## config.mk

```make
export PLATFORM = sky130hd
export DESIGN_NAME = seq_mul_approx
export DESIGN_NICKNAME = d
export VERILOG_FILES = /design/src/rtl/seq_mul_approx_pkg.sv /design/src/rtl/seq_mul_pp_step.sv /design/src/rtl/seq_mul_approx.sv
export SDC_FILE = /design/constraint.sdc
export NUM_CORES = 1
export LEC_CHECK = 0
export CAP_MARGIN = 10
export CORE_AREA = 2 2 77 86
export DETAILED_ROUTE_END_ITERATION = 12
export DIE_AREA = 0 0 79 88
export GPL_TIMING_DRIVEN = 0
export PLACE_DENSITY_LB_ADDON = 0.15
export SLEW_MARGIN = 5
export SYNTH_ARGS = -nofsm -noshare
export SYNTH_HDL_FRONTEND = slang
export SYNTH_SLANG_ARGS = --single-unit
```

## constraint.sdc

```tcl
create_clock -name clk -period 3.5 [get_ports clk]
set_input_delay 0.7 -clock clk [delete_from_list [all_inputs] [get_ports clk]]
set_output_delay 0.7 -clock clk [all_outputs]
set_load 0.01 [all_outputs]
```

## src/rtl/seq_mul_approx_pkg.sv

```systemverilog
// Shared types and helpers for the iterative approximate multiplier.
//   state_t    : controller states
//   MAX_PW     : widest product supported by the mask helper
//   trunc_mask : product-width mask, low trunc_k columns cleared in approx mode
package seq_mul_approx_pkg;

  localparam int MAX_PW = 64;

  typedef enum logic [1:0] {
    IDLE = 2'd0,
    BUSY = 2'd1,
    DONE = 2'd2
  } state_t;

  // Callers cast the result down to their own 2*WIDTH product width.
  function automatic logic [MAX_PW-1:0] trunc_mask(input logic approx, input int trunc_k);
    logic [MAX_PW-1:0] m;
    m = '1;
    if (approx) m = m << trunc_k;
    return m;
  endfunction

endpackage

```

## src/rtl/seq_mul_pp_step.sv

```systemverilog
// One multiplier iteration (combinational).
//   a       : multiplicand
//   b_chunk : BPC multiplier bits for this iteration, LSB = row at index base
//   base    : global bit index of b_chunk[0]
//   mask    : column mask applied to every partial-product row
//   acc     : running accumulator
//   acc_nxt : acc + sum of masked rows
module seq_mul_pp_step #(
  parameter int WIDTH = 8,
  parameter int BPC   = 1
) (
  input  logic [WIDTH-1:0]   a,
  input  logic [BPC-1:0]     b_chunk,
  input  logic [7:0]         base,
  input  logic [2*WIDTH-1:0] mask,
  input  logic [2*WIDTH-1:0] acc,
  output logic [2*WIDTH-1:0] acc_nxt
);
  localparam int PW = 2 * WIDTH;

  logic [PW-1:0]          a_ext;
  logic [BPC-1:0][PW-1:0] pp;

  assign a_ext = {{WIDTH{1'b0}}, a};

  // Mask applies per row so truncated mode drops low columns of each row,
  // not of the final sum.
  for (genvar j = 0; j < BPC; j++) begin : g_row
    assign pp[j] = b_chunk[j] ? ((a_ext << (base + 8'(j))) & mask) : '0;
  end

  always_comb begin
    acc_nxt = acc;
    for (int j = 0; j < BPC; j++) acc_nxt = acc_nxt + pp[j];
  end

endmodule

```

## src/rtl/seq_mul_approx.sv

```systemverilog
// Iterative unsigned multiplier with exact / column-truncated mode.
//   clk, rst             : clock, synchronous active-high reset
//   in_valid/in_ready    : operand handshake (accepted only in IDLE)
//   in_a, in_b, in_approx: operands and mode, sampled at accept
//   out_valid/out_ready  : result handshake (held in DONE until taken)
//   out_p                : 2*WIDTH product
//   out_cycles           : BUSY cycles used by the operation
module seq_mul_approx
  import seq_mul_approx_pkg::*;
#(
  parameter int WIDTH      = 8,
  parameter int BPC        = 1,
  parameter int TRUNC_K    = 4,
  parameter int EARLY_EXIT = 0
) (
  input  logic               clk,
  input  logic               rst,
  input  logic               in_valid,
  output logic               in_ready,
  input  logic [WIDTH-1:0]   in_a,
  input  logic [WIDTH-1:0]   in_b,
  input  logic               in_approx,
  output logic               out_valid,
  input  logic               out_ready,
  output logic [2*WIDTH-1:0] out_p,
  output logic [7:0]         out_cycles
);
  localparam int PW = 2 * WIDTH;
  localparam int N  = WIDTH / BPC;

  if ((WIDTH % BPC) != 0 || !(BPC == 1 || BPC == 2 || BPC == 4)) begin : g_bad_bpc
    $error("seq_mul_approx: BPC must be 1, 2 or 4 and divide WIDTH");
  end
  if (TRUNC_K < 0 || TRUNC_K >= PW) begin : g_bad_trunc
    $error("seq_mul_approx: TRUNC_K out of range");
  end
  if (PW > MAX_PW) begin : g_bad_width
    $error("seq_mul_approx: WIDTH too large");
  end

  state_t           state, state_nxt;
  logic [WIDTH-1:0] a_q, b_q, b_shift;
  logic [PW-1:0]    acc, acc_step, mask;
  logic [7:0]       cnt, cnt_inc;
  logic             approx_q, last;

  assign mask    = PW'(trunc_mask(approx_q, TRUNC_K));
  assign b_shift = b_q >> BPC;
  assign cnt_inc = cnt + 8'd1;
  // Early exit looks at the shifted shadow, so B = 0 still spends one cycle.
  assign last    = (cnt_inc == 8'(N)) || ((EARLY_EXIT != 0) && (b_shift == '0));

  seq_mul_pp_step #(.WIDTH(WIDTH), .BPC(BPC)) u_step (
    .a       (a_q),
    .b_chunk (b_q[BPC-1:0]),
    .base    (8'(cnt * BPC)),
    .mask    (mask),
    .acc     (acc),
    .acc_nxt (acc_step)
  );

  always_ff @(posedge clk) begin
    if (rst) state <= IDLE;
    else     state <= state_nxt;
  end

  always_comb begin
    state_nxt = state;
    in_ready  = 1'b0;
    out_valid = 1'b0;
    case (state)
      IDLE: begin
        in_ready = 1'b1;
        if (in_valid) state_nxt = BUSY;
      end
      BUSY: if (last) state_nxt = DONE;
      DONE: begin
        out_valid = 1'b1;
        if (out_ready) state_nxt = IDLE;
      end
      default: state_nxt = IDLE;
    endcase
  end

  always_ff @(posedge clk) begin
    if (rst) begin
      a_q      <= '0;
      b_q      <= '0;
      acc      <= '0;
      cnt      <= '0;
      approx_q <= 1'b0;
    end else begin
      case (state)
        IDLE: if (in_valid) begin
          a_q      <= in_a;
          b_q      <= in_b;
          approx_q <= in_approx;
          acc      <= '0;
          cnt      <= '0;
        end
        BUSY: begin
          acc <= acc_step;
          b_q <= b_shift;
          cnt <= cnt_inc;
        end
        default: ;
      endcase
    end
  end

  // Result and count stay registered, so they hold through DONE backpressure.
  assign out_p      = acc;
  assign out_cycles = cnt;

endmodule

```

# ---- Word level (Yosys, flattened, before mapping)
# Cells that the tools add are included.
dict set report word_totals {
  inputBits 21
  ramBits 0
  latch_bits 0
  reg_bits 43
  n_memories 0
  output_inout_bits 26
  elab_cells 35
  mem_bits_ro 0
}
dict set report op_classes {
  shift 1
  bitwise_logic 1
  reduce_logical 5
  n_eq_ne 6
  n_mul 0
  n_lt_le_gt_ge 0
  mux 14
  n_addsub 2
  div_mod_pow 0
}
# operator n
set ops {}
lappend ops {{16-bit 2-to-1 mux} 2}
lappend ops {{16-bit one-hot mux with 2 select lines} 1}
lappend ops {{8-bit one-hot mux with 2 select lines} 2}
lappend ops {{16-bit adder} 1}
lappend ops {{16-bit AND} 1}
lappend ops {{8-bit 2-to-1 mux} 2}
lappend ops {{8-bit by 8-bit << shifter with 16-bit output} 1}
lappend ops {{8-bit by 1-bit adder with 8-bit output, second input constant} 1}
lappend ops {{8-bit by 4-bit equality test with 1-bit output, second input constant} 1}
lappend ops {{2-bit 2-to-1 mux} 3}
lappend ops {{2-bit inequality test, second input constant} 3}
lappend ops {{2-bit one-hot mux with 3 select lines} 1}
lappend ops {{4-bit 2-to-1 mux} 1}
lappend ops {{2-bit AND reduction} 2}
lappend ops {{3-bit AND reduction} 1}
lappend ops {{2-bit by 1-bit equality test with 1-bit output, second input constant} 1}
lappend ops {{2-bit equality test, second input constant} 1}
lappend ops {{2-bit zero test} 1}
lappend ops {{1-bit 2-to-1 mux} 2}
lappend ops {{2-bit nonzero test} 1}

# ---- Longest topological paths before layout
dict set report depth {
  depth_word 5
  mapped_depth 16
  depth_no_buf 15
}

# ---- Cells and area by module
# From an unflattened synthesis, not the netlist that was laid out.
dict set report unflattened {
  hier_cells 431
  hier_area_um2 3191.8
}
# module area_each_um2 instances seq_area_each_um2 cells_per_inst
set by_module_without_submodules {}
lappend by_module_without_submodules {seq_mul_approx 1880.6 1 860.8 243}
lappend by_module_without_submodules {seq_mul_pp_step 1311.3 1 0.0 188}

# ---- Worst setup path after synthesis
# Ideal clock, no wire load.
dict set report synth_path {
  kind {register to register}
  from {register cnt[0], in the netlist out_cycles[0]}
  to {register acc[14], in the netlist out_p[14]}
  period_less_slack_ns 3.556
  path_slack_ns -0.056
  n_path_buf 2
  stages_incl_launch_ff 14
  t_arrival_ns 3.439
  setup_time_ns 0.117
  required_ns 3.383
  cell_sequence {dfxtp_1 > buf_2 > buf_1 > mux2_2 > mux2_2 > mux2_2 > and3_1 > ha_1 > and3_1 > o21ai_0 > o21ai_1 > o41a_1 > or3_1 > a32o_1}
}
dict set report synth_between {
  elab_chain_cells 5
}
# element line_no
set synth_lines {}
lappend synth_lines {{start: declaration} seq_mul_approx.sv:44} ;# logic [7:0] cnt, cnt_inc;
lappend synth_lines {{start signal: assignment} seq_mul_approx.sv:104} ;# cnt <= cnt_inc;
lappend synth_lines {{8-bit by 8-bit << shifter with 16-bit output} seq_mul_pp_step.sv:29} ;# assign pp[j] = b_chunk[j] ? ((a_ext << (base + 8'(j))) & mask) : '0;
lappend synth_lines {{16-bit AND} seq_mul_pp_step.sv:29}
lappend synth_lines {{16-bit 2-to-1 mux} seq_mul_pp_step.sv:29}
lappend synth_lines {{16-bit adder} seq_mul_pp_step.sv:34} ;# for (int j = 0; j < BPC; j++) acc_nxt = acc_nxt + pp[j];
lappend synth_lines {{16-bit one-hot mux with 2 select lines} seq_mul_approx.sv:93} ;# case (state)
lappend synth_lines {{end signal: assignment} seq_mul_approx.sv:102} ;# acc <= acc_step;
lappend synth_lines {{end: declaration} seq_mul_approx.sv:43} ;# logic [PW-1:0] acc, acc_step, mask;
# No other way between the ends.
# A chain may end at the register's enable or synchronous reset.

# ---- Worst setup path in the final report
# Same ends and word-level chain as after synthesis.

==> impl_metrics.csv <==
group,metric,value,unit
routing,routed_via_density,5.622,
global_routing,grt_pass1_wl,12390,um
sta,setup_viol,0,
yosys,yosys.area.top_type,"dfxtp_1",
routing,dr.pass1.iters,5,
sta,worst_slack,0.07740,ns
global_routing,antenna_found_initial,0,
clock_network,root_buffer,"clkbuf_8",
floorplanning,io_pins,47,
finish,layout_common_cells,"68 x nand2_1, 45 x nor2_1, 45 x clkdlybuf4s50_1",
floorplanning,core,6081,um2
clock_network,cts_tree,"done",
worst_setup_path,critical_path.cell_chain,"buf_6 -> buf_6 -> mux2_2 -> mux2_2 -> mux2_2 -> and3_1 -> ha_4 -> and3_1 -> o21ai_0 -> o21ai_2 -> o41a_1 -> or3_1 -> a32o_1",
worst_hold_path,hp-start,"b_q[7]$_SDFFE_PP0P_",
finish,final_common_cell,"nand2_1",
sta,fin_crit,3.423,ns
sta,fmax,292.2,MHz
worst_setup_path,reg2reg_setup_slack,0.08,ns
worst_setup_path,critical_path.most_common_cell,"mux2_2",
worst_setup_path,startpoint,"out_cycles[0]$_SDFFE_PP0P_",
yosys,ys_warn_count,0,
yosys,synth-seq-cells,43,
sta,hold_ws,0.4722,ns
floorplanning,dieArea,6952,um2
routing,drc,0,
yosys,synth.distinct_cells,46,
sta,timing.slew.headroom,0.5785,
floorplanning,die_h,88,um
yosys,synth-async-reset-ratio,0,
routing,drt_first_iter_violations,227,
worst_setup_path,crit_required,3.70,ns
sta,tns,0,ns
pwr,p_leak,1.398,nW
yosys,syn_avg_cell_area,7.367,um2
global_routing,grt_max_degree,14,
worst_setup_path,arrival,3.62,ns
clock_network,h-tree-depth,2,
clock_network,cts_buffers,5,
yosys,syn_nets,421,
status,status,"finished, final reports clean",
yosys,synth_edf_count,0,
global_routing,grt_pass1_vias,2673,
place,hpwl,5560,um
floorplanning,start_util,0.4640,
flow_run,drv_cap,0,
finish,nets,473,
sta,tightest_slew,0.6298,ns
worst_setup_path,endpoint_kind,"register",
clock_network,clkLatencyLatePin,0.30,ns
finish,drive_gt1_frac,0.08486,
worst_setup_path,path_delay_family,"multiplexers",
routing,ant_nets,0,
yosys,syn_area,2821,um2
sta,hold_viol,0,
place,place_inst,508,
yosys,yosysTopAreaCellShare,0.3051,
yosys,synth_top_cells_by_area,"dfxtp_1 31%, nand2_1 9.0%, ha_1 7.1%",
place,portBuffers,45,
worst_setup_path,timing.rr.start,"out_cycles[0]$_SDFFE_PP0P_",
routing,vias,2901,
worst_setup_path,critical_path.max_fanout,10,
sta,final_max_slew_viol_count,0,
worst_setup_path,startpoint_type,"register",
clock_network,clkTransAtPathRegs,0.09,ns
place,dp_worst_setup_slack,-0.5535,ns
finish,num_antenna_cells,0,
worst_hold_path,hp-class,"reg2reg",
global_routing,grt-ovfl-total,0,
finish,fin_util,0.5893,
worst_setup_path,crit_type,"reg2reg",
pwr,irDropWorstVdd,0.1666,mV
routing,routed_wl,7495,um
clock_network,clock_path_buffers,2,
finish,syn_to_final_growth,27.01,%
sta,finalCritPeriodShare,0.9779,
routing,wl_per_cell,14.53,um
floorplanning,fp.dieW,79,um
yosys,ys.flop_type,"dfxtp_1",
finish,finalNonFillerCells,516,
yosys,syn-instance-count,383,
yosys,ys_seq_area_frac,0.3051,
worst_setup_path,cpMaxStageDelayCell,"dfxtp_4",
floorplanning,core.rowCount,30,
worst_setup_path,path_buf_inv,2,
clock_network,clock-sinks,43,
pwr,power.density,322.8,nW/um2
worst_setup_path,cpPeakStageDelay,0.37,ns
global_routing,grt_util_all_layers,0.2212,
sta,skew,0.006894,ns
place,gp_congestion,0.8948,
==> cells in the mapped netlist, drive strengths merged (8+ instances only) <==
master	count
xor2	8
nand3	16
nor3	8
a21oi	34
dfxtp	43
a311oi	9
mux2i	8
clkbuf	20
nor2	46
ha	16
nand2b	8
o21ai	28
nand2	68
==> tightest hold or removal path, cell delays in order, from the launching register on <==
cell and delay (ns):
dfxtp_1 0.31, nand3_1 0.06, a21oi_1 0.06
==> state kept, by name (all words and copies together) (netlist names) <==
name	cells
a_q	8
approx_q	1
b_q	8
out_cycles	8
out_p	16
state	2
==> logic make-up after synthesis <==
group           Yosys count  synth area share
fa+ha+maj                17           0.07805
simple gates            174            0.2789
compound gates           98            0.2155
flops                    43            0.3051
xor+xnor                 10           0.03104
mux                      15           0.05632
buf+inv                  26           0.03503
==> final timing paths <==
kind                            end  depth (start not counted)
min reg2reg     b_q[7]$_SDFFE_PP0P_                          2
max          out_p[14]$_SDFFE_PP0P_                         13
max reg2reg  out_p[14]$_SDFFE_PP0P_                         13
min             b_q[7]$_SDFFE_PP0P_                          2
==> layer usage <==
layer,GRT usage,up-vias,part of all wire,wire [um]
li1,-,1458,-,-
met1,0.2777,1322,0.43,3213
met2,0.3852,98,0.49,3638
met3,0.03402,23,0.051,383
met4,0.07994,0,0.035,259
met5,0,-,0,0
==> metrics by stage <==
step / instance area [um2] / power (mW)
5_1_grt: 3583 / 1.211
4_1_cts: 3530 / 1.159
2_1_floorplan: 2823 / 0.6715
6_report: 3583 / 1.157
3_3_place_gp: 3373 / 0.7456
3_5_place_dp: 3373 / 0.7482
==> power by group <==
group / internal [mW] / total [mW] / switching, mW
logic: 0.0885 / 0.217 / 0.129
clock network: 0.231 / 0.408 / 0.177
registers: 0.513 / 0.531 / 0.0184
total: 0.832 / 1.16 / 0.324
==> timing repair <==
| action | 4_1_cts | 5_1_grt |
|---|---|---|
| hold buffers | 0 | 0 |
| gates resized for setup | 12 | 16 |
| setup endpoints to repair | 6 | 4 |
| buffers inserted | 0 | 2 |
| pin swaps | 0 | 2 |
==> cell type report <==
cell class | instances | area [um2]
multi-input cells | 314 | 1923
fillers | 604 | 2497
clock inverters | 2 | 35.03
inverters | 3 | 11.26
clock buffers | 6 | 82.58
flip-flops and latches | 43 | 869.6
plain buffers | 21 | 96.34
repair buffers | 47 | 465.4
well taps | 80 | 100.1
(Power assumes the default switching activity.)
==> edit 1 (same flow settings) <==
`WIDTH` is set to 8 in 2 places; all go to 7.
--- a/src/rtl/seq_mul_pp_step.sv
+++ b/src/rtl/seq_mul_pp_step.sv
@@ -8,3 +8,3 @@
 module seq_mul_pp_step #(
-  parameter int WIDTH = 8,
+  parameter int WIDTH = 7,
   parameter int BPC   = 1
--- a/src/rtl/seq_mul_approx.sv
+++ b/src/rtl/seq_mul_approx.sv
@@ -10,3 +10,3 @@
 #(
-  parameter int WIDTH      = 8,
+  parameter int WIDTH      = 7,
   parameter int BPC        = 1,
Ports: changed (resized in_a, in_b and out_p); port bits go from 47 to 43. The function was not compared with the original's and may differ.
==> edit 1 against the original RTL <==
Worst setup slack improved by 0.18 ns; hold slack improved by 0.0068 ns; cell area decreased by 8.2%; highest routed layer unchanged; wire length decreased by 12%; total power decreased by 12%; cell count decreased by 8.7%; count of clock-buffer cells in the layout unchanged; synthesized area decreased by 5.8%; sequential cell count decreased by 4.
==> edit 1: results <==
{
  "cts_sinks": 39,
  "yosysSeqAreaShare_pct": 29.4,
  "antenna_found_initial": 0,
  "antenna_left": 0,
  "fin_skew_ns": 0.00480,
  "synthesis.nets": 379,
  "routed_via_density": 5.48,
  "synth_common_cells": "nor2_1 (48), nand2_1 (42), dfxtp_1 (39), a21oi_1 (27), ha_1 (15)",
  "track_usage_pct": 19.5,
  "met2_usage_pct": 30.5,
  "yosysUniqueCellTypes": 56,
  "grt_max_degree": 12,
  "use_met3_pct": 3.71,
  "synthFlopType": "dfxtp_1",
  "grt_pass1_wl_mm": 10.7,
  "gp_congestion": 0.880,
  "cp_max_fo": 8,
  "synthArstFlopShare_pct": 0,
  "synth.area.top_cells": "dfxtp_1 (29%), ha_1 (7.1%), nor2_1 (6.8%)",
  "min_to": "b_q[6]",
  "ir_drop_v": 0.000187,
  "critPathArrivalTime_ns": 3.43,
  "r2r_end": "out_p[10]",
  "io_buffers": 42,
  "grt_pass1_vias": 2288,
  "wire_per_inst_microns": 14.0,
  "cts_buffers": 5,
  "drt_iter0_drc": 133,
  "dr.pass1.iters": 4,
  "grt_use_met1_pct": 26.3,
  "hold_class": "flop to flop",
  "drive_gt1_share_pct": 7.42,
  "dpl_cell_area_sq_mm": 0.00318,
  "status": "complete, no violations",
  "largest_reg_flops": 14,
  "p_leak_uw": 0.00124,
  "final_nets": 426,
  "slew_headroom_pct": 60.0,
  "dpl.hpwl_mm": 5.11,
  "cts_htree_levels": 2,
  "clockRootBuffer": "clkbuf_8",
  "hold_viol": 0,
  "r2r_slack_ns": 0.26,
  "r2r_start": "out_cycles[4]",
  "yosys_warnings": 0,
  "clock_path_buffers": 2,
  "clock_latency_ns": 0.29,
  "worstHoldStart": "b_q[6]"
}
-- edit 1: changes by cell type after synthesis, sizes merged, moves of 4 or more --
cell	before	now
mux2	7	2
xor2	8	3
a21oi	34	27
inv	3	8
o21ai	28	14
a22oi	2	8
a21o	6	2
clkbuf	20	14
nand2	68	42
dfxtp	43	39
nand3	16	11
-- edit 1: per-layer routing --
metal	share of wire (%)	routed length, microns
met5	0	0
met4	2.7	178
met3	4.8	319
met2	45	2950
met1	48	3150
-- edit 1: report_power, final --
part / internal (uW) / switching (uW) / total [uW] / leakage [uW]
registers: 461 / 14.9 / 476 / 0.000318
logic: 72.1 / 95.3 / 167 / 0.000874
clock network: 209 / 160 / 369 / 0.0000513
-- edit 1: worst max-delay path by stage --
| stage | end | cells past startpoint | slack [ns] | from |
|---|---|---|---|---|
| floorplan | out_p[10] | 13 | 0.50 | out_cycles[3] |
| global placement | out_p[12] | 13 | 0.04 | out_cycles[3] |
| detailed placement | out_p[12] | 13 | 0.02 | out_cycles[3] |
| CTS | out_p[12] | 13 | 0.08 | out_cycles[3] |
| global route | out_p[10] | 13 | 0.05 | out_cycles[4] |
| finish | out_p[10] | 13 | 0.26 | out_cycles[4] |
-- edit 1: what timing repair did --
item,in CTS,in global routing
resized for setup,1,4
setup endpoints to repair,1,2
setup buffers,0,0
-- edit 1: critical path, stage by stage, from the launching register on --
cell       delay, ns
dfxtp_1         0.40
nor2b_2         0.20
nand2b_2        0.12
or3_1           0.35
nor3_1          0.26
ha_1            0.23
inv_1           0.06
fa_1            0.37
nand2b_1        0.22
a21oi_2         0.24
o2111ai_1       0.20
a21oi_1         0.22
xor2_1          0.09
a22o_1          0.17
-- edit 1: through the flow --
step / total power, uW / hold WS [ns] / setup slack, ns / util (%) / instances
final: 1010 / 0.479 / 0.262 / 54.1 / 471
after global routing: 1060 / 0.501 / 0.0472 / 54.1 / 471
after CTS: 1020 / 0.486 / 0.0819 / 54.0 / 473
after detailed placement: 653 / 0.473 / 0.0175 / 52.3 / 466
after global placement: 650 / 0.460 / 0.0362 / 52.3 / 466
after floorplan: 589 / 0.446 / 0.500 / - / 344
-- edit 1: kinds of logic (layout without fill, tap and decap cells) --
kind of cell / Yosys count / after routing / share of synthesized area, %
simple gates: 154 / 154 / 28.4
flops: 39 / 39 / 29.4
compound gates: 90 / 90 / 22.8
fa+ha+maj: 16 / 16 / 7.81
buf+inv: 28 / 75 / 4.42
xor+xnor: 7 / 7 / 2.31
mux: 10 / 10 / 4.94
-- edit 1: cell type report --
class,count,area (sq um)
fill,609,2790
multi-input combinational,277,1770
sequential,39,782
timing repair buffer,42,420
tap,80,100
buffer,18,80.1
clock buffer,6,72.6
clock inverter,1,30.0
inverter,8,30.0
==> edit 2 (config.mk and constraints unchanged) <==
Without the edit above. Encoding of `state_t`: now one-hot (3 bits for 3 states).
--- a/src/rtl/seq_mul_approx_pkg.sv
+++ b/src/rtl/seq_mul_approx_pkg.sv
@@ -8,6 +8,6 @@
 
-  typedef enum logic [1:0] {
-    IDLE = 2'd0,
-    BUSY = 2'd1,
-    DONE = 2'd2
+  typedef enum logic [2:0] {
+    IDLE = 3'b001,
+    BUSY = 3'b010,
+    DONE = 3'b100
   } state_t;
Formal check against the unedited RTL: same outputs for any inputs over 4 cycles, from zero or initial values and one cycle with rst high; so few cycles prove little.
==> edit 2 against the original RTL <==
The run now ends with setup timing left; clock skew is 0.00076 ns lower; cell area is 3.4% higher; core utilization is 2.0 points higher; synthesized area is 4.1% higher; combinational power is 11% higher; largest power group unchanged; sequential cell count is 1 higher; worst setup slack worse by 0.085 ns; cell count is 2.5% higher; wire length is 9.0% higher; count of clock-buffer cells in the layout stayed put; total power is 6.3% higher; global-route usage is 2.1 points higher.
==> edit 2: results <==
{
  "p_leak_uw": 0.00140,
  "drive_gt1_share_pct": 8.02,
  "grt_max_degree": 15,
  "cp_max_fo": 8,
  "critPathArrivalTime_ns": 3.75,
  "crit_path_end": "out_p[15]",
  "syn_area_sq_mm": 0.00294,
  "status": "complete, but fails checks",
  "fillCellCount": 583,
  "placed_cells": 521,
  "reg2regPathDepth": 14,
  "synth_compound_area_share_pct": 22.0,
  "io_buffers": 46,
  "yosysUniqueCellTypes": 47,
  "buffers": 66,
  "comb.multi_input.count": 321,
  "layout.cells.non_filler": 529,
  "clkCellAreaFrac_pct": 3.27,
  "r2r_end": "out_p[15]",
  "fin_hold_ws_ns": 0.487,
  "synth-xor-area-share_pct": 3.58,
  "synthAdderAreaFrac_pct": 7.50,
  "violations": "setup timing",
  "worstMarginPinSlew_ns": 1.14,
  "fin_ws_ns": -0.00733,
  "wire_per_inst_microns": 15.4,
  "layout.nonclk_buf_share_pct": 15.1,
  "gp_congestion": 0.871,
  "setup_viol": 1,
  "worstHoldStart": "out_p[7]",
  "num-nonclk-inverters": 10,
  "fin_skew_ns": 0.00613,
  "synthesis.nets": 433,
  "synth_common_cells": "nand2_1 (65), nor2_1 (53), dfxtp_1 (44), a21oi_1 (34), o21ai_0 (24)",
  "track_usage_pct": 24.2,
  "dr.pass1.iters": 4,
  "yosysSeqAreaShare_pct": 30.0
}
-- edit 2: cell types whose count changed in the layout (fill, tap and decap cells not counted), sizes merged, moves of 4 or more --
cell | before | now
inv | 3 | 10
nor2 | 46 | 53
a31oi | 3 | 8
nor2b | 7 | 2
mux2 | 7 | 3
o21ai | 28 | 24
-- edit 2: metal layers --
layer | routed length [microns] | vias to the layer above | share of wire, % | GRT usage (%)
li1 | - | 1515 | - | -
met1 | 3820 | 1421 | 47 | 31.8
met2 | 3880 | 64 | 47 | 41.1
met3 | 262 | 16 | 3.2 | 3.71
met4 | 213 | 0 | 2.6 | 7.68
met5 | 0 | - | 0 | 0
-- edit 2: where the power goes --
part           switching [uW]  leakage (uW)  internal (uW)  total, uW
clock network             203     0.0000614            234        437
registers                22.7      0.000358            528        551
logic                     145      0.000985           96.4        241
total                     370       0.00140            859       1230
-- edit 2: repair_timing --
item,4_1_cts,5_1_grt
setup endpoints to repair,3,6
gates resized for setup,5,16
pin swaps,0,4
